### config.mk
export PLATFORM = sky130hd
export DESIGN_NAME = deser_arbiter
export DESIGN_NICKNAME = d
export VERILOG_FILES = /design/src/rtl/deser_arbiter.sv
export SDC_FILE = /design/constraint.sdc
export NUM_CORES = 1
export LEC_CHECK = 0
export CAP_MARGIN = 25
export CORE_ASPECT_RATIO = 0.75
export CORE_MARGIN = 10
export CORE_UTILIZATION = 40
export CTS_CLUSTER_SIZE = 40
export DETAILED_ROUTE_END_ITERATION = 8
export PLACE_DENSITY_LB_ADDON = 0.05
export SYNTH_ARGS = -nofsm -noshare
export SYNTH_HDL_FRONTEND = slang
export SYNTH_SLANG_ARGS = --single-unit
### constraint.sdc
create_clock -name clk_i -period 2.08 [get_ports clk_i]
set_clock_uncertainty 0.15 [all_clocks]
set_input_delay 0.208 -clock clk_i [delete_from_list [all_inputs] [get_ports clk_i]]
set_output_delay 0.208 -clock clk_i [all_outputs]
set_load 0.005 [all_outputs]
### src/rtl/deser_arbiter.sv
// rtl/deser_arbiter.sv - round-robin arbiter sharing one deserializer between N serial lanes
//
// Ports:
//   clk_i, arstn_i            clock, asynchronous active-low reset
//   req_i[N]                  per-lane request level, sampled only while idle
//   data_i[N], data_val_i[N]  per-lane serial bit and bit-valid
//   gnt_o[N]                  one-hot grant of the lane being forwarded
//   ser_data_o, ser_data_val_o     granted lane's bit stream towards the deserializer
//   deser_data_i, deser_data_val_i parallel word and strobe back from the deserializer
//   word_o, word_lane_o, word_val_o captured word, its source lane, one-cycle strobe
//   err_o                     one-cycle pulse when the deserializer never answered
module deser_arbiter #(
    parameter int N       = 4,
    parameter int W       = 16,
    parameter int TIMEOUT = 64,
    localparam int LW     = (N > 1) ? $clog2(N) : 1
) (
    input  logic          clk_i,
    input  logic          arstn_i,
    input  logic [N-1:0]  req_i,
    input  logic [N-1:0]  data_i,
    input  logic [N-1:0]  data_val_i,
    output logic [N-1:0]  gnt_o,
    output logic          ser_data_o,
    output logic          ser_data_val_o,
    input  logic [W-1:0]  deser_data_i,
    input  logic          deser_data_val_i,
    output logic [W-1:0]  word_o,
    output logic [LW-1:0] word_lane_o,
    output logic          word_val_o,
    output logic          err_o
);

    localparam int CW = (W > 1) ? $clog2(W) : 1;
    localparam int TW = (TIMEOUT > 1) ? $clog2(TIMEOUT) : 1;

    typedef enum logic [1:0] {
        S_IDLE,
        S_GRANT,
        S_WAIT
    } state_t;

    state_t          state_q, state_d;
    logic [LW-1:0]   lane_q, lane_d;
    logic [LW-1:0]   last_q, last_d;
    logic [CW-1:0]   bit_cnt_q, bit_cnt_d;
    logic [TW-1:0]   wait_cnt_q, wait_cnt_d;
    logic [W-1:0]    word_d;
    logic [LW-1:0]   word_lane_d;
    logic            word_val_d;
    logic            err_d;
    logic            pick_found;
    logic [LW-1:0]   pick_lane;

    function automatic logic [LW-1:0] lane_at(input logic [LW-1:0] base, input int off);
        int s;
        s = (int'(base) + off) % N;
        return LW'(s);
    endfunction

    // Scan from the farthest candidate down to last+1 so the nearest
    // requester after the previous winner is the one that sticks.
    always_comb begin
        pick_found = 1'b0;
        pick_lane  = '0;
        for (int k = N; k >= 1; k--) begin
            if (req_i[lane_at(last_q, k)]) begin
                pick_found = 1'b1;
                pick_lane  = lane_at(last_q, k);
            end
        end
    end

    always_comb begin
        state_d     = state_q;
        lane_d      = lane_q;
        last_d      = last_q;
        bit_cnt_d   = bit_cnt_q;
        wait_cnt_d  = wait_cnt_q;
        word_d      = word_o;
        word_lane_d = word_lane_o;
        word_val_d  = 1'b0;
        err_d       = 1'b0;
        case (state_q)
            S_IDLE: begin
                if (pick_found) begin
                    lane_d    = pick_lane;
                    bit_cnt_d = '0;
                    state_d   = S_GRANT;
                end
            end
            S_GRANT: begin
                if (data_val_i[lane_q]) begin
                    if (bit_cnt_q == CW'(W - 1)) begin
                        wait_cnt_d = '0;
                        state_d    = S_WAIT;
                    end else begin
                        bit_cnt_d = bit_cnt_q + 1'b1;
                    end
                end
            end
            S_WAIT: begin
                // A word arriving on the last allowed cycle still wins over the abort.
                if (deser_data_val_i) begin
                    word_d      = deser_data_i;
                    word_lane_d = lane_q;
                    word_val_d  = 1'b1;
                    last_d      = lane_q;
                    state_d     = S_IDLE;
                end else if (wait_cnt_q == TW'(TIMEOUT - 1)) begin
                    err_d   = 1'b1;
                    last_d  = lane_q;
                    state_d = S_IDLE;
                end else begin
                    wait_cnt_d = wait_cnt_q + 1'b1;
                end
            end
            default: state_d = S_IDLE;
        endcase
    end

    always_ff @(posedge clk_i or negedge arstn_i) begin
        if (!arstn_i) begin
            state_q     <= S_IDLE;
            lane_q      <= '0;
            last_q      <= LW'(N - 1);
            bit_cnt_q   <= '0;
            wait_cnt_q  <= '0;
            word_o      <= '0;
            word_lane_o <= '0;
            word_val_o  <= 1'b0;
            err_o       <= 1'b0;
        end else begin
            state_q     <= state_d;
            lane_q      <= lane_d;
            last_q      <= last_d;
            bit_cnt_q   <= bit_cnt_d;
            wait_cnt_q  <= wait_cnt_d;
            word_o      <= word_d;
            word_lane_o <= word_lane_d;
            word_val_o  <= word_val_d;
            err_o       <= err_d;
        end
    end

    // Grant is decoded from the registered state so it drops the instant
    // reset is asserted, without waiting for a clock.
    assign gnt_o          = (state_q == S_GRANT) ? (N'(1) << lane_q) : '0;
    assign ser_data_o     = (state_q == S_GRANT) && data_i[lane_q];
    assign ser_data_val_o = (state_q == S_GRANT) && data_val_i[lane_q];

endmodule

== Word-level counts from Yosys, hierarchy flattened ==
Index checks and enable logic that the tools add are counted.

* Logic and storage cells: 87
* Output and inout bits: 26
* Register bits: 36
* Input bits: 31

* Reduce and logical (&&, ||, !) cells: 12
* Equal/unequal tests: 11
* Multiplexer cells: 43
* Shift-type cells: 1
* Add/sub/neg operators: 6
* $lt $le $gt $ge: 5

{| class="wikitable"
|+ Operators by type and width
! cell !! number
|-
| $mux W6 || 4
|-
| $mux W2 || 11
|-
| $mux W4 || 4
|-
| $lt A2 B3 Y1 const B || 5
|-
| $mux W1 || 15
|-
| $bmux W1 S2 || 6
|-
| $pmux W6 S2 || 1
|-
| $ne A2 B2 Y1 const B || 5
|-
| $pmux W4 S2 || 1
|-
| $reduce_and A4 Y1 || 2
|-
| $add A6 B1 Y6 const B || 1
|-
| $eq A6 B6 Y1 const B || 1
|-
| $pmux W2 S3 || 1
|-
| $reduce_and A2 Y1 || 3
|-
| $reduce_bool A2 Y1 || 3
|-
| $reduce_and A5 Y1 || 1
|-
| $add A2 B1 Y2 const B || 2
|-
| $add A2 B2 Y2 const B || 2
|-
| $add A4 B1 Y4 const B || 1
|-
| $eq A4 B4 Y1 const B || 1
|-
| $shl A1 B2 Y4 const A || 1
|-
| $ne A3 B3 Y1 const B || 1
|-
| $eq A2 B1 Y1 const B || 1
|-
| $eq A2 B2 Y1 const B || 1
|-
| other kinds (3) || 4
|}

== Depth between registers and ports, before layout ==
Gate-level depths: netlist (run 1).

* Depth after elaboration: 9
* Depth in mapped cells: 6
* Mapped depth without buffers: 5

== Least setup slack after synthesis (run 1) ==
No wires, ideal clock.

* Path kind: register to register
* From: register lane_q[0]
* To: register wait_cnt_q[0]
* Data arrival time: 1503 ps
* Clock period less this slack: 1736 ps
* Buffers on the path: 2
* Cell stages (with the launch flop): 7
* Setup slack: 344 ps
* Library setup time: 83 ps
* Required time: 1847 ps
* Path through: dfrtp_1 -> buf_6 -> mux4_2 -> and3_1 -> buf_6 -> nand2b_4 -> mux2i_1

* Word-level cells in the longest chain between the ends: 4

{| class="wikitable"
|+ Ends and longest elaborated chain
! item !! line !! text
|-
| from (decl) || 44 || <nowiki>logic [LW-1:0] lane_q, lane_d;</nowiki>
|-
| from (signal assigned) || 135 || <nowiki>lane_q <= lane_d;</nowiki>
|-
| $bmux W1 S2 || 93 || <nowiki>if (data_val_i[lane_q]) begin</nowiki>
|-
| $mux W1 (not written as such) || 93 ||
|-
| $ne A2 B1 Y1 (no line) || n/a ||
|-
| $reduce_and A5 Y1 (no line) || n/a ||
|-
| to (signal assigned) || 138 || <nowiki>wait_cnt_q <= wait_cnt_d;</nowiki>
|-
| to (decl) || 47 || <nowiki>logic [TW-1:0] wait_cnt_q, wait_cnt_d;</nowiki>
|}

Every way passes these cells. The select of a mux whose other input is x is not followed.
A chain may end at the register's enable or synchronous reset.

== Worst setup path after layout (run 1) ==
* From: register state_q[0]
* To: output gnt_o[1]

* Word-level cells in the longest chain between the ends: 2

{| class="wikitable"
|+ Ends and longest elaborated chain
! item !! line !! text
|-
| from (decl) || 43 || <nowiki>state_t state_q, state_d;</nowiki>
|-
| from (signal assigned) || 134 || <nowiki>state_q <= state_d;</nowiki>
|-
| $eq A2 B1 Y1 || 148 || <nowiki>assign gnt_o = (state_q == S_GRANT) ? (N'(1) << lane_q) : '0;</nowiki>
|-
| $mux W4 || 148 ||
|-
| to (decl) || 23 || <nowiki>output logic [N-1:0] gnt_o,</nowiki>
|}

Every way passes these cells.

==> results of run 1 <==
==> per-layer routing <==
layer  wire length (um)  share of wire  vias up
met1               1650           0.40      641
met4                 78          0.019        0
met3                334          0.082        7
li1                   -              -      626
met2               2030           0.50       44
met5                  0              0        -
==> worst max-delay path, stage by stage, from the launching register on <==
cell             delay (ps)
dfrtp_1                 430
nor2b_4                 220
nand2_1                  60
nor2_1                   90
clkdlybuf4s50_1         530
==> final cells by class <==
type	instances	area (um^2)
inverter	5	18.8
sequential	36	905
fill	344	1650
timing repair buffer	64	617
tap	55	68.8
clock inverter	1	5.00
multi-input combinational	92	722
clock buffer	6	72.6
==> registers in the layout, summed over array words and instances (netlist names) <==
| name | flops |
|---|---|
| bit_cnt_q | 4 |
| err_o | 1 |
| lane_q | 2 |
| last_q | 2 |
| state_q | 2 |
| wait_cnt_q | 6 |
| word_lane_o | 2 |
| word_o | 16 |
| word_val_o | 1 |
==> synthesized netlist by cell type, types with 2 or more instances <==
master / instances
nor2b_1: 2
a21oi_1: 3
mux2i_1: 3
o22ai_1: 2
inv_1: 5
and2_1: 3
buf_6: 2
clkbuf_1: 3
ha_1: 2
and3_1: 4
mux4_2: 2
nand2b_1: 3
mux2_2: 18
mux2_1: 2
o211ai_1: 3
o31ai_1: 3
nor3_1: 2
dfstp_2: 2
o21a_1: 2
nor2_1: 7
nand2_1: 11
o21ai_0: 4
dfrtp_1: 34
nand3_1: 4
==> layout by cell type, fill, tap and decap left out, types with 3 or more instances in the layout <==
cell,n
a21oi_1,3
and2_1,3
and3_1,4
buf_4,8
clkbuf_8,5
clkdlybuf4s50_1,53
dfrtp_1,33
inv_1,5
mux2_2,18
mux2i_1,3
nand2_1,11
nand2b_1,3
nand3_1,4
nor2_1,7
o211ai_1,3
o21ai_0,4
o31ai_1,3
==> power by group through the flow <==
stage	clock network, uW	registers (uW)	logic, uW
2_1_floorplan	0	834	336
3_3_place_gp	0	876	582
3_5_place_dp	0	880	608
4_1_cts	480	862	624
5_1_grt	516	878	679
6_report	459	865	617
==> per-stage QoR <==
stage                     area [um^2]  cells  total power (uW)  setup slack, ps
after floorplan                  1680    140              1170              344
after global placement           2310    250              1460             39.5
after detailed placement         2310    250              1490             16.3
after CTS                        2410    259              1970             21.4
after global routing             2410    259              2070             44.0
final                            2410    259              1940              117
==> final timing paths <==
kind / end
worst min register to register: bit_cnt_q[3]
min in group clk_i: bit_cnt_q[3]
worst min-delay path: lane_q[1]
max in group asynchronous: last_q[1]
worst max-delay path: gnt_o[1]
worst max register to register: wait_cnt_q[0]
==> timing repair <==
| action | in CTS | in global routing |
|---|---|---|
| gates resized for setup | 5 | 3 |
| endpoints found under the hold margin | 0 | 0 |
| hold buffers | 0 | 0 |
| buffers inserted | 2 | 0 |
| endpoints found under the setup margin | 4 | 4 |
==> logic make-up (layout without fill, tap and decap cells) <==
group / after synthesis / in the layout / synth area share
simple gates: 43 / 43 / 0.143
flops: 36 / 36 / 0.538
xor+xnor: 2 / 2 / 0.0104
mux: 25 / 25 / 0.179
compound gates: 20 / 20 / 0.0782
fa+ha+maj: 2 / 2 / 0.0149
buf+inv: 12 / 76 / 0.0365
==> results.json, run 1 <==
{
  "setup_viol": 0,
  "avgRoutedWirePerCell_um": 15.8,
  "die_h_um": 76.1,
  "synth_area_leader_cell": "dfrtp_1",
  "netlist_instances": 140,
  "overflow": 0,
  "routed_via_density": 5.09,
  "crit_type": "reg -> out",
  "routabilityCongestion": 0.794,
  "antenna_found_initial": 0,
  "met1_usage": 0.141,
  "die_x_um": 94.8,
  "root_buffer": "clkbuf_8",
  "power_frac_comb": 0.318,
  "tightest_slew_ps": 661,
  "finalMaxSlewViolations": 0,
  "cts_buffers": 5,
  "firstDrtPassIters": 4,
  "cts_tree": "done",
  "cts.path.max_buffers": 2,
  "synth.area.top_cells": "dfrtp_1 51%, mux2_2 12%, dfstp_2 3.1%, mux4_2 2.7%, nand2_1 2.5%",
  "regToRegStartpoint": "lane_q[0]",
  "synthFlopType": "dfrtp_1",
  "cts.clk_slew.worst_paths_ps": 60,
  "rsz0062_at_grt": "no",
  "met3_usage": 0.0522,
  "p_int_uw": 1360,
  "synth-seq-cells": 36,
  "p_clk_frac": 0.236,
  "hold-worst-slack_ps": 188,
  "drive_gt1_frac": 0.201,
  "fin_tns_setup_ps": 0,
  "grt_pass1_vias": 1394,
  "grt_pass1_wl_um": 7010,
  "grt.total_usage": 0.122,
  "r2r_slack_ps": 140,
  "cp-start-kind": "flop",
  "nets": 237,
  "vias": 1318,
  "worstSkewPairLatency_ps": 290,
  "synth-warning-count": 0,
  "io_buffers": 56,
  "core_area_um2": 4050,
  "initial_utilization": 0.414,
  "hp-class": "in -> async",
  "grtUsageMet2": 0.188,
  "power_density_nw_per_um2": 806,
  "fin_util": 0.594,
  "wirelength_um": 4090,
  "status": "finished, final reports clean",
  "end_kind": "output pin",
  "yosysSeqAreaShare": 0.538,
  "ant_nets": 0,
  "syn_nets": 173,
  "synth_top_area_frac": 0.507,
  "dieArea_um2": 7220,
  "maxCapViolCount": 0,
  "crit_arrival_ps": 1610,
  "p_sw_frac": 0.299,
  "crit_start": "state_q[0]",
  "r2r_cells": 6,
  "seq_power_share": 0.446,
  "busiest_layer": "met2",
  "fmax_mhz": 509,
  "p_switching_uw": 580,
  "syn2layout_area_growth_pct": 43.4,
  "ios": 57,
  "syn_avg_cell_area_um2": 12.0,
  "ys_async_sr_fraction": 1.00,
  "min_period_over_period": 0.944,
  "grt_max_degree": 37,
  "dpl.hpwl_um": 3100,
  "drt_iter0_drc": 37,
  "finalHoldViolations": 0,
  "clock_sinks": 36,
  "required_ps": 1720,
  "slew-limit-headroom": 0.555,
  "num_rows": 20,
  "synth_edf_count": 0,
  "htree_levels": 2,
  "vdd.ir_drop.worst_mv": 0.518,
  "path_max_fanout": 5,
  "cellLeakagePower_uw": 0.00113,
  "period_minus_slack_ps": 1960,
  "ys_types": 38,
  "netlist_area_um2": 1680,
  "diodes": 0,
  "drc": 0
}
No activity file was read; power rests on OpenSTA's default activity.
==> run 2, diff against run 1 <==
Settings changed: ABC_AREA from default to 1, SETUP_SLACK_MARGIN from default to 0.4.
==> run 2 against run 1 <==
  * Synthesized cell count rose by 86%
  * Synthesized area rose by 12%
  * Worst setup slack improved by 270 ps
  * Final area rose by 19%
  * Flip-flop and latch count did not move
  * Power rose by 89%
  * Largest cell class is now multi-input gates
  * Highest routed layer unchanged
==> results.json, run 2 <==
{
  "finalHoldViolations": 0,
  "synth.area.top_cells": "dfrtp_1 45%, nand2_1 24%, nand3_1 6.4%, nor2_1 3.6%, dfstp_2 2.8%",
  "grt.total_usage": 0.125,
  "hold-worst-slack_ps": 311,
  "cts_tree": "done",
  "antenna_found_initial": 0,
  "fin_tns_setup_ps": 0,
  "dpl.hpwl_um": 3580,
  "post-synth-top-count-cell": "nand2_1",
  "drive_gt1_frac": 0.244,
  "firstDrtPassIters": 4,
  "largest-register": "word_o",
  "diodes": 0,
  "power_frac_comb": 0.559,
  "num_rows": 21,
  "io_buffers": 56,
  "routed.top_layer": "met4",
  "initial_utilization": 0.419,
  "core_area_um2": 4490,
  "required_ps": 1720,
  "cts.clk_slew.worst_paths_ps": 70,
  "root_buffer": "clkbuf_8",
  "r2r-end": "bit_cnt_q[3]",
  "crit_start": "lane_q[1]",
  "drt-met1-wl_um": 2570,
  "wl_met2_um": 2270,
  "ios": 57,
  "final_cell_mix": "112 x nand2_1, 49 x clkdlybuf4s50_1, 32 x dfrtp_1",
  "whs_path_depth": 3,
  "fmax_mhz": 590,
  "syn_avg_cell_area_um2": 7.23,
  "finalMaxSlewViolations": 0,
  "p_clk_frac": 0.127,
  "end_kind": "output pin",
  "clock_sinks": 36,
  "drt_iter0_drc": 83,
  "cts.path.max_buffers": 2,
  "crit_type": "reg -> out",
  "slew-limit-headroom": 0.453,
  "netlist_instances": 260,
  "avgRoutedWirePerCell_um": 12.9,
  "grt_max_degree": 37,
  "crit_arrival_ps": 1340,
  "drc": 0,
  "netlist_area_um2": 1880,
  "synth-warning-count": 0,
  "largest_register_ffs": 16,
  "cts_buffers": 5,
  "maxCapViolCount": 0,
  "routed_via_density": 4.72,
  "r2r_cells": 9,
  "hp-class": "in -> reg",
  "finalNonFillerCells": 397,
  "syn_nets": 293,
  "synthTopCellsByCount": "122 x nand2_1, 34 x dfrtp_1, 24 x nand3_1, 18 x nor2_1, 14 x inv_1",
  "routabilityCongestion": 0.807,
  "grt_pass1_wl_um": 8160,
  "synth_edf_count": 0,
  "power_uw": 3670,
  "multi_input_area_um2": 998,
  "seqCellArea_um2": 906,
  "hold_end": "word_o[12]",
  "die_x_um": 99.2,
  "cellLeakagePower_uw": 0.00143,
  "ys_async_sr_fraction": 1.00,
  "synth-seq-cells": 36,
  "htree_levels": 2,
  "status": "finished, final reports clean",
  "overflow": 0,
  "final_common_cell": "nand2_1",
  "nFillCells": 392,
  "r2r_slack_ps": 470,
  "dp_cells": 372,
  "p_sw_frac": 0.400,
  "die_h_um": 79.4,
  "period_minus_slack_ps": 1700,
  "dieArea_um2": 7870,
  "seq_power_share": 0.314,
  "ys_types": 29,
  "fin_util": 0.638,
  "min-delay-start": "deser_data_i[12]",
  "ant_nets": 0,
  "rsz0062_at_grt": "yes",
  "setup_viol": 0,
  "vias": 1873,
  "met3_length_um": 269,
  "synthFlopType": "dfrtp_1",
  "power_density_nw_per_um2": 1280,
  "p_switching_uw": 1470,
  "wirelength_um": 5110,
  "nets": 373,
  "min_period_over_period": 0.815,
  "reg_top3": "word_o: 16 flops, wait_cnt_q: 6 flops, bit_cnt_q: 4 flops",
  "vdd.ir_drop.worst_mv": 0.769,
  "synth_area_leader_cell": "dfrtp_1",
  "regToRegStartpoint": "last_q[0]",
  "worstSkewPairLatency_ps": 280,
  "tightest_slew_ps": 821,
  "syn2layout_area_growth_pct": 52.5,
  "cp-start-kind": "flop",
  "synth_top_area_frac": 0.452,
  "yosysSeqAreaShare": 0.480,
  "path_max_fanout": 4,
  "p_int_uw": 2200,
  "grt_pass1_vias": 1676
}
[run 2: changes by cell type after synthesis, moves of 4 or more]
cell and change:
and3_1 -4, inv_1 +9, inv_2 +8, mux2_2 -18, nand2_1 +111, nand3_1 +20
nor2_1 +11, o21ai_1 +6
[run 2: logic make-up after synthesis]
logic type                 synth area share
xor gates and xnor gates             0.0140
buffers and inverters                0.0679
and+or+nand+nor                       0.387
adders and majority gates            0.0133
DFF                                   0.480
AOI/OAI and AO/OA                    0.0379
[run 2: power by group through the flow]
stage          Clock [uW]  Sequential (uW)  Combinational [uW]
2_1_floorplan           0             1120                 896
3_3_place_gp            0             1160                1620
3_5_place_dp            0             1170                1630
4_1_cts               480             1140                1860
5_1_grt               509             1190                2300
6_report              465             1150                2050
[run 2: worst max-delay path: stages (launching register included)]
cell	delay [ps]
dfrtp_2	450
buf_6	130
buf_4	130
nand2_1	50
nor2_1	40
dlygate4sd2_1	260
[run 2: layout make-up]
type                       instances  share of cell area
inverter                          24              0.0332
clock buffer                       6              0.0253
clock inverter                     1             0.00175
multi-input combinational        195               0.348
tap                               57              0.0249
timing repair buffer              78               0.251
sequential                        36               0.316
[run 2: metal layers]
metal	vias up	global-route usage
met2	38	0.179
met1	862	0.177
met3	2	0.0398
met4	0	0.0300
li1	971	-
met5	-	0
[run 2: what timing repair did]
| item | 4_1_cts | 5_1_grt |
|---|---|---|
| setup endpoints to repair | 17 | 38 |
| endpoints found under the hold margin | 34 | 0 |
| hold buffers | 1 | 0 |
| buffers inserted | 13 | 3 |
| gates resized for setup | 24 | 41 |
| gates cloned | 0 | 1 |
| pin swaps | 3 | 9 |
[run 2: worst max-delay path by stage]
| stage | to | slack [ps] | depth (start not counted) |
|---|---|---|---|
| 2_1_floorplan | bit_cnt_q[2] | 430 | 9 |
| 3_3_place_gp | ser_data_val_o | 180 | 6 |
| 3_5_place_dp | ser_data_val_o | 160 | 6 |
| 4_1_cts | ser_data_val_o | 210 | 5 |
| 5_1_grt | ser_data_o | 330 | 5 |
| 6_report | gnt_o[3] | 380 | 5 |
[run 2: per-stage QoR]
step	setup WS [ps]	instance area, um^2
after global routing	326	2870
after global placement	175	2510
after floorplan	431	1880
after detailed placement	158	2510
final	384	2870
after CTS	205	2740
==> run 3, diff against run 2 <==
Clock period 2.08 ns to 1.66 ns, I/O delays scaled along.
==> run 3 against run 2 <==
  * The flow now finishes with violations (negative setup slack)
  * Die area unchanged
  * Via count increased by 15%
  * Combinational power increased by 73%
  * Worst setup slack got worse by 390 ps
  * Register-to-register slack got worse by 450 ps
  * Final area increased by 27%
  * Global-route usage increased by 3.2 points
  * Non-clock buffer count increased by 34
  * Sequential share of layout area decreased by 6.8 points
  * Sequential power increased by 30%
  * Worst hold slack got worse by 130 ps
  * Critical endpoint is now ser_data_val_o
==> results.json, run 3 (synthesis results as in run 2) <==
{
  "syn2layout_area_growth_pct": 94.1,
  "worst_slack_ps": -8.16,
  "dpl.hpwl_um": 3990,
  "setup_viol": 2,
  "cellLeakagePower_uw": 0.00185,
  "cts.path.max_buffers": 2,
  "routed_via_density": 4.98,
  "diodes": 0,
  "maxCapViolCount": 0,
  "fin_util": 0.812,
  "cts_tree": "done",
  "cp_top_family": "flip-flops",
  "die_h_um": 79.4,
  "grt_pass1_wl_um": 10000,
  "path_cells": "buf_6, o21ai_2, nand2_1, a21oi_1, buf_2",
  "overflow": 0,
  "worstSkewPairLatency_ps": 300,
  "status": "finished with violations",
  "power_density_nw_per_um2": 1550,
  "slew-limit-headroom": 0.606,
  "grt_max_degree": 19,
  "reg_top3": "word_o: 16 flops, wait_cnt_q: 6 flops, bit_cnt_q: 4 flops",
  "crit_arrival_ps": 1350,
  "violations": "negative setup slack",
  "root_buffer": "clkbuf_8",
  "nets": 409,
  "tightest_slew_ps": 589,
  "cts.clk_slew.worst_paths_ps": 70,
  "largest-register": "word_o",
  "dpl_cell_area_um2": 2670,
  "ios": 57,
  "drive_gt1_frac": 0.469,
  "antenna_found_initial": 0,
  "grt_pass1_vias": 1976,
  "path_buf_inv": 2,
  "ant_nets": 0,
  "end_kind": "output pin",
  "cpPeakStageDelay_ps": 450,
  "drc": 0,
  "core_area_um2": 4490,
  "drt_iter0_drc": 79,
  "fin_tns_setup_ps": -11.7,
  "routabilityCongestion": 0.846,
  "num_rows": 21,
  "crit_type": "reg -> out",
  "final_area_um2": 3650,
  "dieArea_um2": 7870,
  "clock_sinks": 36,
  "avgRoutedWirePerCell_um": 16.2,
  "grt.total_usage": 0.157,
  "cp_slowest_cell": "dfrtp_2",
  "cp-start-kind": "flop",
  "hold-worst-slack_ps": 178,
  "required_ps": 1340,
  "wirelength_um": 7030,
  "vdd.ir_drop.worst_mv": 0.964,
  "min_period_over_period": 1.00,
  "r2r_slack_ps": 20,
  "finalHoldViolations": 0,
  "largest_register_ffs": 16,
  "period_minus_slack_ps": 1670,
  "io_buffers": 56,
  "vias": 2160,
  "fmax_mhz": 599,
  "final_cell_mix": "65 x nand2_1, 33 x buf_4, 32 x dfrtp_1",
  "hp-class": "in -> async",
  "post-place-ws_ps": -158,
  "path_max_fanout": 4,
  "initial_utilization": 0.419,
  "die_x_um": 99.2,
  "cts_buffers": 5,
  "finalMaxSlewViolations": 0,
  "rsz0062_at_grt": "yes",
  "firstDrtPassIters": 4,
  "htree_levels": 2,
  "final_common_cell": "nand2_1"
}
[run 3: layer usage]
layer / wire [um] / up-vias / GRT usage
li1: - / 1046 / -
met1: 2980 / 1026 / 0.208
met2: 3480 / 81 / 0.243
met3: 523 / 7 / 0.0450
met4: 50 / 0 / 0.0471
met5: 0 / - / 0
[run 3: where the power goes]
part	leakage, uW	switching [uW]	total [uW]	internal, uW
Clock	0.0000422	310	604	294
Combinational	0.00135	1790	3550	1760
Sequential	0.000457	283	1500	1210
[run 3: stage by stage]
stage / total power [uW] / instances
CTS: 5050 / 426
global placement: 3770 / 386
global route: 6020 / 434
floorplan: 2620 / 260
finish: 5650 / 434
detailed placement: 3800 / 386
[run 3: cell type report]
class,instances,area [um^2]
Multi-Input combinational cell,195,1350
Timing Repair Buffer,112,1110
Sequential cell,36,906
Fill cell,265,843
Inverter,24,108
Clock buffer,7,76.3
Tap cell,57,71.3
Timing Repair inverter,2,25.0
Clock inverter,1,5.00
[run 3: final timing paths]
kind,endpoint,from,cells after the start
max in group asynchronous,lane_q[1],arstn_i,3
worst min register to register,word_o[0],word_o[0],2
worst max-delay path,ser_data_val_o,lane_q[0],5
min in group clk_i,word_o[10],deser_data_i[10],3
worst min-delay path,word_o[7],arstn_i,2
worst max register to register,lane_q[0],last_q[0],10
[run 3: what timing repair did]
item | CTS | global route
pin swaps | 39 | 25
cloned | 6 | 0
hold buffers | 1 | 0
hold endpoints to repair | 16 | 0
endpoints found under the setup margin | 61 | 44
resized for setup | 135 | 75
setup buffers | 25 | 8
